**src/rtl/spi_target_pkg.sv**
```systemverilog
`default_nettype none
// ============================================================================
// Module   : spi_target_pkg
// Brief    : Shared state encoding and constants for the SPI target.
// Revision : 1.0
// ============================================================================
package spi_target_pkg;

  typedef enum logic [0:0] {
    ST_IDLE   = 1'b0,
    ST_ACTIVE = 1'b1
  } state_t;

  localparam logic [7:0] c_idle_fill  = 8'hFF;
  localparam int         c_sync_depth = 2;

endpackage
`default_nettype wire

```
**src/rtl/spi_target_sync.sv**
```systemverilog
`default_nettype none
// ============================================================================
// Module   : spi_target_sync
// Brief    : Two-flop pin synchronizer with rise/fall detection.
// Revision : 1.0
// ============================================================================
module spi_target_sync
  import spi_target_pkg::*;
#(
  parameter logic RESET_VAL = 1'b0
) (
  input  logic clk,
  input  logic rst,
  input  logic pin,
  output logic rise,
  output logic fall
);

  logic [c_sync_depth-1:0] r_sync;
  logic                    r_hist;
  logic [c_sync_depth:0]   r_fill;
  logic                    w_level;
  logic                    w_primed;

  // Edges are masked until every stage holds a real pin sample, so a pin that
  // already sits at its active level when reset releases is not seen as an edge.
  always_ff @(posedge clk or posedge rst) begin
    if (rst) begin
      r_sync <= {c_sync_depth{RESET_VAL}};
      r_hist <= RESET_VAL;
      r_fill <= '0;
    end else begin
      r_sync <= {r_sync[c_sync_depth-2:0], pin};
      r_hist <= r_sync[c_sync_depth-1];
      r_fill <= {r_fill[c_sync_depth-1:0], 1'b1};
    end
  end

  assign w_level  = r_sync[c_sync_depth-1];
  assign w_primed = r_fill[c_sync_depth];
  assign rise     = w_primed &  w_level & ~r_hist;
  assign fall     = w_primed & ~w_level &  r_hist;

endmodule
`default_nettype wire

```
**src/rtl/spi_target.sv**
```systemverilog
`default_nettype none
// ============================================================================
// Module   : spi_target
// Brief    : SPI mode-0 target with single-byte tx buffer and rx holding reg.
// Revision : 1.0
// ============================================================================
module spi_target
  import spi_target_pkg::*;
#(
  parameter logic [7:0] IDLE_FILL = c_idle_fill
) (
  input  logic       clk,
  input  logic       rst,
  input  logic       spi_cs_n,
  input  logic       spi_sck,
  input  logic       spi_mosi,
  output logic       spi_miso,
  output logic       spi_miso_oe,
  input  logic [7:0] tx_data,
  input  logic       tx_load,
  output logic       tx_full,
  output logic [7:0] rx_data,
  output logic       rx_valid,
  input  logic       rx_read,
  output logic       overrun,
  output logic       underrun,
  input  logic       flags_clr,
  output logic       busy
);

  logic w_cs_rise, w_cs_fall, w_sck_rise, w_sck_fall;

  spi_target_sync #(.RESET_VAL(1'b1)) u_sync_cs (
    .clk  (clk),
    .rst  (rst),
    .pin  (spi_cs_n),
    .rise (w_cs_rise),
    .fall (w_cs_fall)
  );

  spi_target_sync #(.RESET_VAL(1'b0)) u_sync_sck (
    .clk  (clk),
    .rst  (rst),
    .pin  (spi_sck),
    .rise (w_sck_rise),
    .fall (w_sck_fall)
  );

  logic [c_sync_depth-1:0] r_mosi_sync;
  logic                    w_mosi;

  always_ff @(posedge clk or posedge rst) begin
    if (rst) r_mosi_sync <= '0;
    else     r_mosi_sync <= {r_mosi_sync[c_sync_depth-2:0], spi_mosi};
  end

  assign w_mosi = r_mosi_sync[c_sync_depth-1];

  state_t r_state, w_state_nxt;
  logic   w_busy;

  always_ff @(posedge clk or posedge rst) begin
    if (rst) r_state <= ST_IDLE;
    else     r_state <= w_state_nxt;
  end

  always_comb begin
    w_state_nxt = r_state;
    w_busy      = 1'b0;
    case (r_state)
      ST_IDLE:   if (w_cs_fall) w_state_nxt = ST_ACTIVE;
      ST_ACTIVE: begin
        w_busy = 1'b1;
        if (w_cs_rise) w_state_nxt = ST_IDLE;
      end
      default:   w_state_nxt = ST_IDLE;
    endcase
  end

  logic [2:0] r_bit_cnt;
  logic [6:0] r_shift_in;
  logic [7:0] r_shift_out;
  logic [7:0] r_tx_buf;
  logic       r_tx_full;
  logic [7:0] r_rx_data;
  logic       r_rx_valid;
  logic       r_overrun;
  logic       r_underrun;

  logic       w_sck_rise_act, w_sck_fall_act, w_start, w_reload, w_byte_done;
  logic [7:0] w_rx_byte;

  // SCK edges coinciding with CS release belong to no byte and are dropped.
  assign w_sck_rise_act = (r_state == ST_ACTIVE) & ~w_cs_rise & w_sck_rise;
  assign w_sck_fall_act = (r_state == ST_ACTIVE) & ~w_cs_rise & w_sck_fall;
  assign w_start        = (r_state == ST_IDLE) & w_cs_fall;
  assign w_reload       = w_start | (w_sck_fall_act & (r_bit_cnt == 3'd0));
  assign w_byte_done    = w_sck_rise_act & (r_bit_cnt == 3'd7);
  assign w_rx_byte      = {r_shift_in, w_mosi};

  always_ff @(posedge clk or posedge rst) begin
    if (rst) begin
      r_bit_cnt   <= '0;
      r_shift_in  <= '0;
      r_shift_out <= '0;
    end else begin
      if (w_start)             r_bit_cnt <= '0;
      else if (w_sck_rise_act) r_bit_cnt <= r_bit_cnt + 3'd1;

      if (w_sck_rise_act) r_shift_in <= w_rx_byte[6:0];

      if (w_reload)            r_shift_out <= r_tx_full ? r_tx_buf : IDLE_FILL;
      else if (w_sck_fall_act) r_shift_out <= {r_shift_out[6:0], 1'b0};
    end
  end

  // A host write landing on the same cycle as a buffer copy wins: the copy
  // takes the old byte and the new one stays pending.
  always_ff @(posedge clk or posedge rst) begin
    if (rst) begin
      r_tx_buf   <= '0;
      r_tx_full  <= 1'b0;
      r_underrun <= 1'b0;
    end else begin
      if (tx_load) begin
        r_tx_buf  <= tx_data;
        r_tx_full <= 1'b1;
      end else if (w_reload && r_tx_full) begin
        r_tx_full <= 1'b0;
      end

      if (w_reload && !r_tx_full) r_underrun <= 1'b1;
      else if (flags_clr)         r_underrun <= 1'b0;
    end
  end

  always_ff @(posedge clk or posedge rst) begin
    if (rst) begin
      r_rx_data  <= '0;
      r_rx_valid <= 1'b0;
      r_overrun  <= 1'b0;
    end else begin
      if (w_byte_done) begin
        r_rx_data  <= w_rx_byte;
        r_rx_valid <= 1'b1;
      end else if (rx_read) begin
        r_rx_valid <= 1'b0;
      end

      if (w_byte_done && r_rx_valid && !rx_read) r_overrun <= 1'b1;
      else if (flags_clr)                        r_overrun <= 1'b0;
    end
  end

  assign busy        = w_busy;
  assign spi_miso_oe = w_busy;
  assign spi_miso    = w_busy & r_shift_out[7];
  assign tx_full     = r_tx_full;
  assign rx_data     = r_rx_data;
  assign rx_valid    = r_rx_valid;
  assign overrun     = r_overrun;
  assign underrun    = r_underrun;

endmodule
`default_nettype wire

```
**config.mk**
```make
export PLATFORM = sky130hd
export DESIGN_NAME = spi_target
export DESIGN_NICKNAME = d
export VERILOG_FILES = /design/src/rtl/spi_target_pkg.sv /design/src/rtl/spi_target_sync.sv /design/src/rtl/spi_target.sv
export SDC_FILE = /design/constraint.sdc
export NUM_CORES = 1
export LEC_CHECK = 0
export CAP_MARGIN = 20
export CORE_ASPECT_RATIO = 1.2
export CORE_UTILIZATION = 30
export CTS_CLUSTER_SIZE = 24
export DETAILED_ROUTE_END_ITERATION = 7
export PLACE_DENSITY_LB_ADDON = 0.08
export SLEW_MARGIN = 10
export SYNTH_ARGS = -nofsm -noshare
export SYNTH_HDL_FRONTEND = slang
export SYNTH_SLANG_ARGS = --single-unit
```
**constraint.sdc**
```tcl
create_clock -name clk -period 1.9 [get_ports clk]
set_input_delay 0.285 -clock clk [delete_from_list [all_inputs] [get_ports clk]]
set_output_delay 0.285 -clock clk [all_outputs]
set_load 0.01 [all_outputs]
```
* Word-level counts from Yosys, hierarchy flattened
Index checks and enable logic that the tools add are counted.
** Cells by class
- Add/sub/neg operators :: 1
- Equal/unequal tests :: 1
- Multiplexer cells :: 16
- Bitwise logic cells :: 22
- Reductions and logical operators :: 13
** Operators with widths (number)
- two-way mux 8 bit :: 3
- bitwise AND 1 bit :: 15
- nonzero test 2 bit :: 6
- two-way mux 1 bit :: 10
- two-way mux 3 bit :: 2
- inverter 1 bit :: 6
- logical AND 1 bit :: 4
- adder 3 x 1 -> 3 bit (second input constant) :: 1
- equality test 3 bit (second input constant) :: 1
- zero test 3 bit :: 1
- zero test 1 bit :: 2
- case mux 1 bit (2 select lines) :: 1
- bitwise OR 1 bit :: 1
** Storage, ports and cells
- Register bits :: 53
- Input port bits :: 16
- Output and inout port bits :: 15
- Logic and storage cells :: 70

* Longest topological paths before layout
Gate-level depths: netlist of the first run.
- Depth in word-level cells :: 10
- Mapped depth :: 6

* Modules after synthesis
A second synthesis of the first run with hierarchy kept.
** Unflattened totals
- Cell total of the unflattened synthesis :: 158
- Area, all modules :: 2079.5 µm²
** Modules (own cells, without submodules)
- spi_target :: instances 1, cells an instance 138, area each 1725.4 µm², seq. area each 1026.0 µm²
- spi_target_sync (u_sync_cs) :: instances 1, cells an instance 10, area each 178.9 µm², seq. area each 153.9 µm²
- spi_target_sync (u_sync_sck) :: instances 1, cells an instance 10, area each 175.2 µm², seq. area each 150.1 µm²

* Worst setup path after synthesis of the first run
Ideal clock, no wire load.
- Kind :: flip-flop to flip-flop
- Start point :: register u_sync_cs.r_hist
- End point :: register r_shift_in[0]
- Arrival :: 1.609 ns
- Required time :: 1.772 ns
- Setup slack :: 0.164 ns
- Cell stages (with the launch flop) :: 5
- Buffers on the path :: 1
- Cells stage by stage :: dfstp_2 inv_2 a2111oi_4 buf_4 mux2_1
** Between the ends
- Word-level cells in the longest chain between the ends :: 5
** Ends and longest elaborated chain
- start: declaration :: RTL line spi_target_sync.sv:20 : logic r_hist;
- start signal: assignment :: RTL line spi_target_sync.sv:34 : r_hist <= r_sync[c_sync_depth-1];
- inverter 1 bit :: RTL line spi_target_sync.sv:41 : assign rise = w_primed & w_level & ~r_hist;
- bitwise AND 1 bit :: RTL line spi_target_sync.sv:41
- inverter 1 bit :: RTL line spi_target.sv:94 : assign w_sck_rise_act = (r_state == ST_ACTIVE) & ~w_cs_rise & w_sck_rise;
- bitwise AND 1 bit (2 in series) :: RTL line spi_target.sv:94
- end signal: assignment :: RTL line spi_target.sv:110 : if (w_sck_rise_act) r_shift_in <= w_rx_byte[6:0];
- end: declaration :: RTL line spi_target.sv:81 : logic [6:0] r_shift_in;
No other way between the ends.
A chain may end at the register's enable or synchronous reset.

* Final worst setup path of the first run
- Start point :: register u_sync_cs.r_hist
- End point :: register r_shift_in[6]
The elaborated chain is that of the path after synthesis.

==> results of run 1 <==
[final cells by class]
class	count	area (sq um)	share of cell area
Sequential cell	50	1255	0.4902
Multi-Input combinational cell	85	720.7	0.2815
Inverter	8	30.03	0.01173
Timing Repair Buffer	36	357.8	0.1398
Tap cell	85	106.4	0.04154
Clock buffer	5	68.82	0.02688
Clock inverter	3	21.27	0.008309
[state kept, by name (all words and copies together) (netlist names)]
signal / count
underrun: 1
r_state: 1
u_sync_sck.r_hist: 1
r_mosi_sync: 2
u_sync_sck.r_sync: 2
r_tx_buf: 8
r_shift_out: 8
rx_data: 8
tx_full: 1
u_sync_sck.r_fill: 1
r_shift_in: 7
u_sync_cs.r_hist: 1
u_sync_cs.r_sync: 2
overrun: 1
u_sync_cs.r_fill: 2
r_bit_cnt: 3
rx_valid: 1
[Yosys cell counts, types with 2 or more instances]
cell	count	share of area
mux2_1	6	0.033
ha_1	3	0.018
o22ai_1	2	0.0061
nand2b_1	8	0.025
mux2_2	9	0.050
inv_1	6	0.011
dfstp_2	3	0.039
nand2_1	15	0.028
buf_4	2	0.0074
o21ai_1	2	0.0049
mux2i_1	8	0.039
mux2_4	8	0.059
buf_2	2	0.0049
dfrtp_1	47	0.58
o21ai_0	9	0.022
[layer usage]
layer  GRT usage  up-vias  part of all wire
met3     0.02687        4             0.031
met5           0        -                 0
li1            -      579                 -
met4     0.05189        0             0.016
met2      0.1748       21              0.50
met1      0.1175      579              0.45
[worst max path at each step]
stage / start / to / slack, ns
CTS: r_state / spi_miso / 0.11
finish: u_sync_cs.r_hist / r_shift_in[6] / 0.14
detailed placement: u_sync_cs.r_hist / r_shift_in[4] / 0.13
global placement: u_sync_cs.r_sync[1] / r_shift_out[5] / 0.12
global route: u_sync_cs.r_sync[1] / r_shift_out[6] / 0.006
floorplan: u_sync_cs.r_hist / r_shift_in[0] / 0.16
[power breakdown]
part	switching [W]	internal [W]	total, W
clock network	0.000352	0.000259	0.000611
registers	0.000138	0.00126	0.00140
logic	0.000248	0.000304	0.000551
[cells by family after synthesis]
logic type      Yosys count
buf+inv                  13
mux                      31
other cells               1
flops                    50
simple gates             31
compound gates           19
fa+ha+maj                 3
[through the flow]
stage / total power, W / instances / setup slack (ns) / util
4_1_cts: 0.002623 / 272 / 0.1071 / 0.3947
3_5_place_dp: 0.001992 / 264 / 0.1315 / 0.3808
3_3_place_gp: 0.001954 / 264 / 0.1230 / 0.3808
6_report: 0.002559 / 272 / 0.1354 / 0.3947
5_1_grt: 0.002758 / 272 / 0.005950 / 0.3947
2_1_floorplan: 0.001778 / 148 / 0.1637 / -
==> results.md, run 1 <==
- Max Cap Viol: 0
- Drt wl/cell: 12.08 microns
- Critical path's largest stage delay: 0.58 ns
- Min cycle time layout: 1.765 ns
- Crit path buffers/inverters: 2
- Fin. Hold Viols: 0
- Crit. path cell count: 4
- Drt total wl: 3286 microns
- Vias per cell: 4.349
- Area growth from synthesis to final layout: 25.83%
- Final GP Congestion: 0.7132
- Die H: 92.21 microns
- Fill cells: 648
- Crit path max-delay cell type: dfstp_2
- First-pass GRT wire length: 5623 microns
- Port Buffers: 30
- Root Driver: clkbuf_8
- Crit-path cells: inv_2, a2111oi_4, buf_4, mux2_1
- Detailed Routing Iterations Pass 1: 2
- Adder-Cell Fraction of Synth Area: 0.01845
- CP Capture Type: register
- Number of global-route vias before repair: 1207
- Area of the core: 6486 sq um
- Data required, critical path: 2.08 ns
- Startpoint types: register
- Sequential-to-total area share from yosys stat: 0.6169
- Yosys reg bits: 50
- Fmax achieved: 0.5667 GHz
- Hold Crit Class: in2async
- Maximum clock insertion buffer count: 2
- Pleak: 1.182 nW
- TritonCTS clock tree: done
- CP Max Fanout: 7
- Share of layout cells above drive strength 1: 0.2086
- DIE AREA: 7116 sq um
- Post-Syn Area: 2034 sq um
- Dpl hpwl: 2474 microns
- Post_cts resized: 0
- R2R setup slack: 0.14 ns
- Worst flop-to-flop path startpoint: u_sync_cs.r_hist
- TritonCTS Buffers: 5
- I/O pins: 31
- Hold Slack: 0.3145 ns
- Post-synth cell types: 33
- Antenna violations before repair: 0
- Setup TNS Final: 0 ns
- Xor/xnor share of the synthesized area: 0
- Main combinational cell family by area after synthesis: multiplexers
- Largest net degree at the start of global routing: 21
- Simple-gate share of the synthesized area: 0.08610
- Post-route antenna net violation count: 0
- Worst Skew: 0.006578 ns
- Outcome: completed
- Critical R2R Capture: r_shift_in[6]
- H-tree depth: 2
- Compound-Gate Fraction of Synth Area: 0.06642
- EDFF count, synth: 0
- Syn_area_per_cell: 13.75 sq um
- Placed instance area: 2470 sq um
- Die width: 77.18 microns
- Max IR drop VDD: 0.0002870 V
- Mapped Nets: 167
- TritonCTS Sinks: 50
- Total number of vias: 1183
- Num rows: 32
- Total GRT Usage: 0.1025
- Drc violations: 0
- RSZ-0062 raised after global routing: no
- Crit Path Category: reg2reg
- Most frequent cells in the layout: 47 x dfrtp_1, 30 x clkdlybuf4s50_1, 15 x nand2_1
- Worst Path Arrival: 1.95 ns
- Slew Viols, Final: 0
- Setup bufs post-CTS: 0
- Commonest non-fill, non-tap cell in the layout: dfrtp_1
- Antenna cell count: 0
- Power Density: 999.6 nW/um^2
- Skew-Pair Late Insertion Delay: 0.30 ns
- Yosys warns: 0
- Post-synth ARST share: 1.000
- Post-synthesis mux area share: 0.1814
- R2R cell count: 4
- Cell area after layout: 2560 sq um
- Post-Syn Instances: 148
- # setup viols final: 0
- Final worst path period share: 0.9287
- Top Family by Delay on Critical Path: flip-flops
- Hold_buf cts: 0
- Initial Util: 0.3137
- Reg clk slew, reported paths: 0.09 ns
- Nets: 205
- Most common flop cell mapped by yosys: dfrtp_1
- Overflow left after global routing: 0
- Iteration-0 DRC count of the detailed router: 31
No activity file was read; power rests on OpenSTA's default activity.
==> run 2, diff against run 1 <==
--- a/config.mk
+++ b/config.mk
@@ -6,8 +6,8 @@
 export NUM_CORES = 1
 export LEC_CHECK = 0
 export CAP_MARGIN = 20
-export CORE_ASPECT_RATIO = 1.2
-export CORE_UTILIZATION = 30
+export CORE_ASPECT_RATIO = 1.1
+export CORE_UTILIZATION = 53
 export CTS_CLUSTER_SIZE = 24
 export DETAILED_ROUTE_END_ITERATION = 7
 export PLACE_DENSITY_LB_ADDON = 0.08
@@ -15,3 +15,4 @@
 export SYNTH_ARGS = -nofsm -noshare
 export SYNTH_HDL_FRONTEND = slang
 export SYNTH_SLANG_ARGS = --single-unit
+export TNS_END_PERCENT = 5
==> run 2 against run 1 <==
Final cell count down 13%. Combinational power grew 3.8%. Sequential share of layout area increased by 0.19 points. Setup slack lost 0.00090 ns. Clock power up 22%. Maximum frequency about the same. Via count down 0.42%. Flip-flop and latch count is the same. Non-clock buffer count grew 1. Register-to-register slack about the same. Die area fell by 43%. Critical path depth did not move. Critical path type unchanged. Largest power group unchanged. Highest routed layer unchanged.
==> results.md, run 2 (synthesis gave the netlist of run 1 again) <==
- Most frequent cells in the layout: 47 x dfrtp_1, 30 x clkdlybuf4s50_1, 15 x nand2_1
- Min cycle time layout: 1.765 ns
- Slew Viols, Final: 0
- Hold Crit Class: in2async
- Register area: 1255 sq um
- Finished Core Util: 0.6977
- Iteration-0 DRC count of the detailed router: 60
- Final worst path period share: 0.9292
- Cell area after layout: 2550 sq um
- H-tree depth: 2
- Drt wl/cell: 13.02 microns
- Net Sw Frac: 0.2623
- Overflow left after global routing: 0
- Internal power: 0.001997 W
- Placed instance area: 2434 sq um
- Area growth from synthesis to final layout: 25.34%
- Area of the core: 3655 sq um
- DIE AREA: 4091 sq um
- Outcome: completed
- Pleak: 1.201 nW
- Power Density: 1062 nW/um^2
- Crit Path Category: reg2reg
- TritonCTS Buffers: 5
- Dpl hpwl: 2378 microns
- Fmax achieved: 0.5664 GHz
- Fill cells: 292
- Max IR drop VDD: 0.0006001 V
- # setup viols final: 0
- Nets: 206
- Placed insts: 230
- Drc violations: 0
- Reg power frac: 0.513
- Post-Layout Cell Count: 238
- Commonest non-fill, non-tap cell in the layout: dfrtp_1
- Die width: 61.08 microns
- Data required, critical path: 2.09 ns
- Antenna violations before repair: 0
- Footprint of the multi-input gates: 720.7 sq um
- I/O pins: 31
- R2R setup slack: 0.13 ns
- TritonCTS Sinks: 50
- Initial Util: 0.5567
- Largest net degree at the start of global routing: 25
- Final GP Congestion: 0.7254
- Worst Skew: 0.007650 ns
- Detailed Routing Iterations Pass 1: 4
- Worst flop-to-flop path startpoint: u_sync_cs.r_hist
- Startpoint types: register
- Clk pwr share: 0.276
- Worst Path Arrival: 1.95 ns
- Drt total wl: 3099 microns
- Share of layout cells above drive strength 1: 0.2074
- Sw Pwr: 0.0007101 W
- Total GRT Usage: 0.1785
- TritonCTS clock tree: done
- Root Driver: clkbuf_8
- First-pass GRT wire length: 5161 microns
- Antenna cell count: 0
- Number of global-route vias before repair: 1182
- Comb power frac: 0.211
- Port Buffers: 30
- Reg clk slew, reported paths: 0.08 ns
- RSZ-0062 raised after global routing: no
- Skew-Pair Late Insertion Delay: 0.30 ns
- Setup TNS Final: 0 ns
- Vias per cell: 4.950
- CP Max Fanout: 7
- Die H: 66.98 microns
- R2R cell count: 4
- Max Cap Viol: 0
- Num rows: 23
- Setup bufs post-CTS: 0
- Total number of vias: 1178
- Hold Slack: 0.2872 ns
- Fin. Hold Viols: 0
- Maximum clock insertion buffer count: 2
- CP Capture Type: register
- Post-route antenna net violation count: 0
- Critical R2R Capture: r_shift_in[0]
run 2: per-layer routing:
layer  vias up  routed length, microns  track usage  part of all wire
met4         0                      61      0.07670             0.020
met2        26                    1641       0.3030              0.53
met5         -                       0            0                 0
li1        577                       -            -                 -
met3         5                     114      0.05825             0.037
met1       570                    1282       0.2008              0.41
run 2: final cells by class:
cell class,count,area share
Sequential cell,50,0.4921
Multi-Input combinational cell,85,0.2826
Timing Repair Buffer,37,0.1433
Clock buffer,7,0.03386
Tap cell,50,0.02453
Clock inverter,1,0.01178
Inverter,8,0.01178
run 2: worst max path at each step:
stage                         from             end  slack, ns  cells past startpoint
2_1_floorplan     u_sync_cs.r_hist   r_shift_in[0]       0.16                      4
3_3_place_gp   u_sync_cs.r_sync[1]  r_shift_out[7]       0.18                      5
3_5_place_dp   u_sync_cs.r_sync[1]  r_shift_out[2]       0.09                      5
4_1_cts        u_sync_cs.r_sync[1]  r_shift_out[2]       0.04                      5
5_1_grt           u_sync_cs.r_hist   r_shift_in[6]       0.05                      4
6_report          u_sync_cs.r_hist   r_shift_in[0]       0.13                      4
run 2: power groups by stage:
stage                     logic (W)  registers, W  clock network, W
after floorplan            0.000402       0.00138                 0
after global placement     0.000542       0.00140                 0
after detailed placement   0.000580       0.00141                 0
after CTS                  0.000581       0.00139          0.000779
after global routing       0.000645       0.00142          0.000818
final                      0.000572       0.00139          0.000746
run 2: metrics by stage:
step	setup slack, ns	power [W]
after CTS	0.04227	0.002752
after floorplan	0.1637	0.001778
after global routing	0.05232	0.002878
final	0.1345	0.002707
after detailed placement	0.09286	0.001990
after global placement	0.1807	0.001937
run 2: repair_timing:
action | 4_1_cts | 5_1_grt
endpoints found under the setup margin | 0 | 3
hold buffers | 0 | 0
resized for setup | 0 | 1
run 2: critical path: stages, from the launching register on:
cell and delay [ns]:
dfstp_2 0.58, inv_2 0.05, a2111oi_4 0.45, buf_4 0.24
mux2_1 0.33
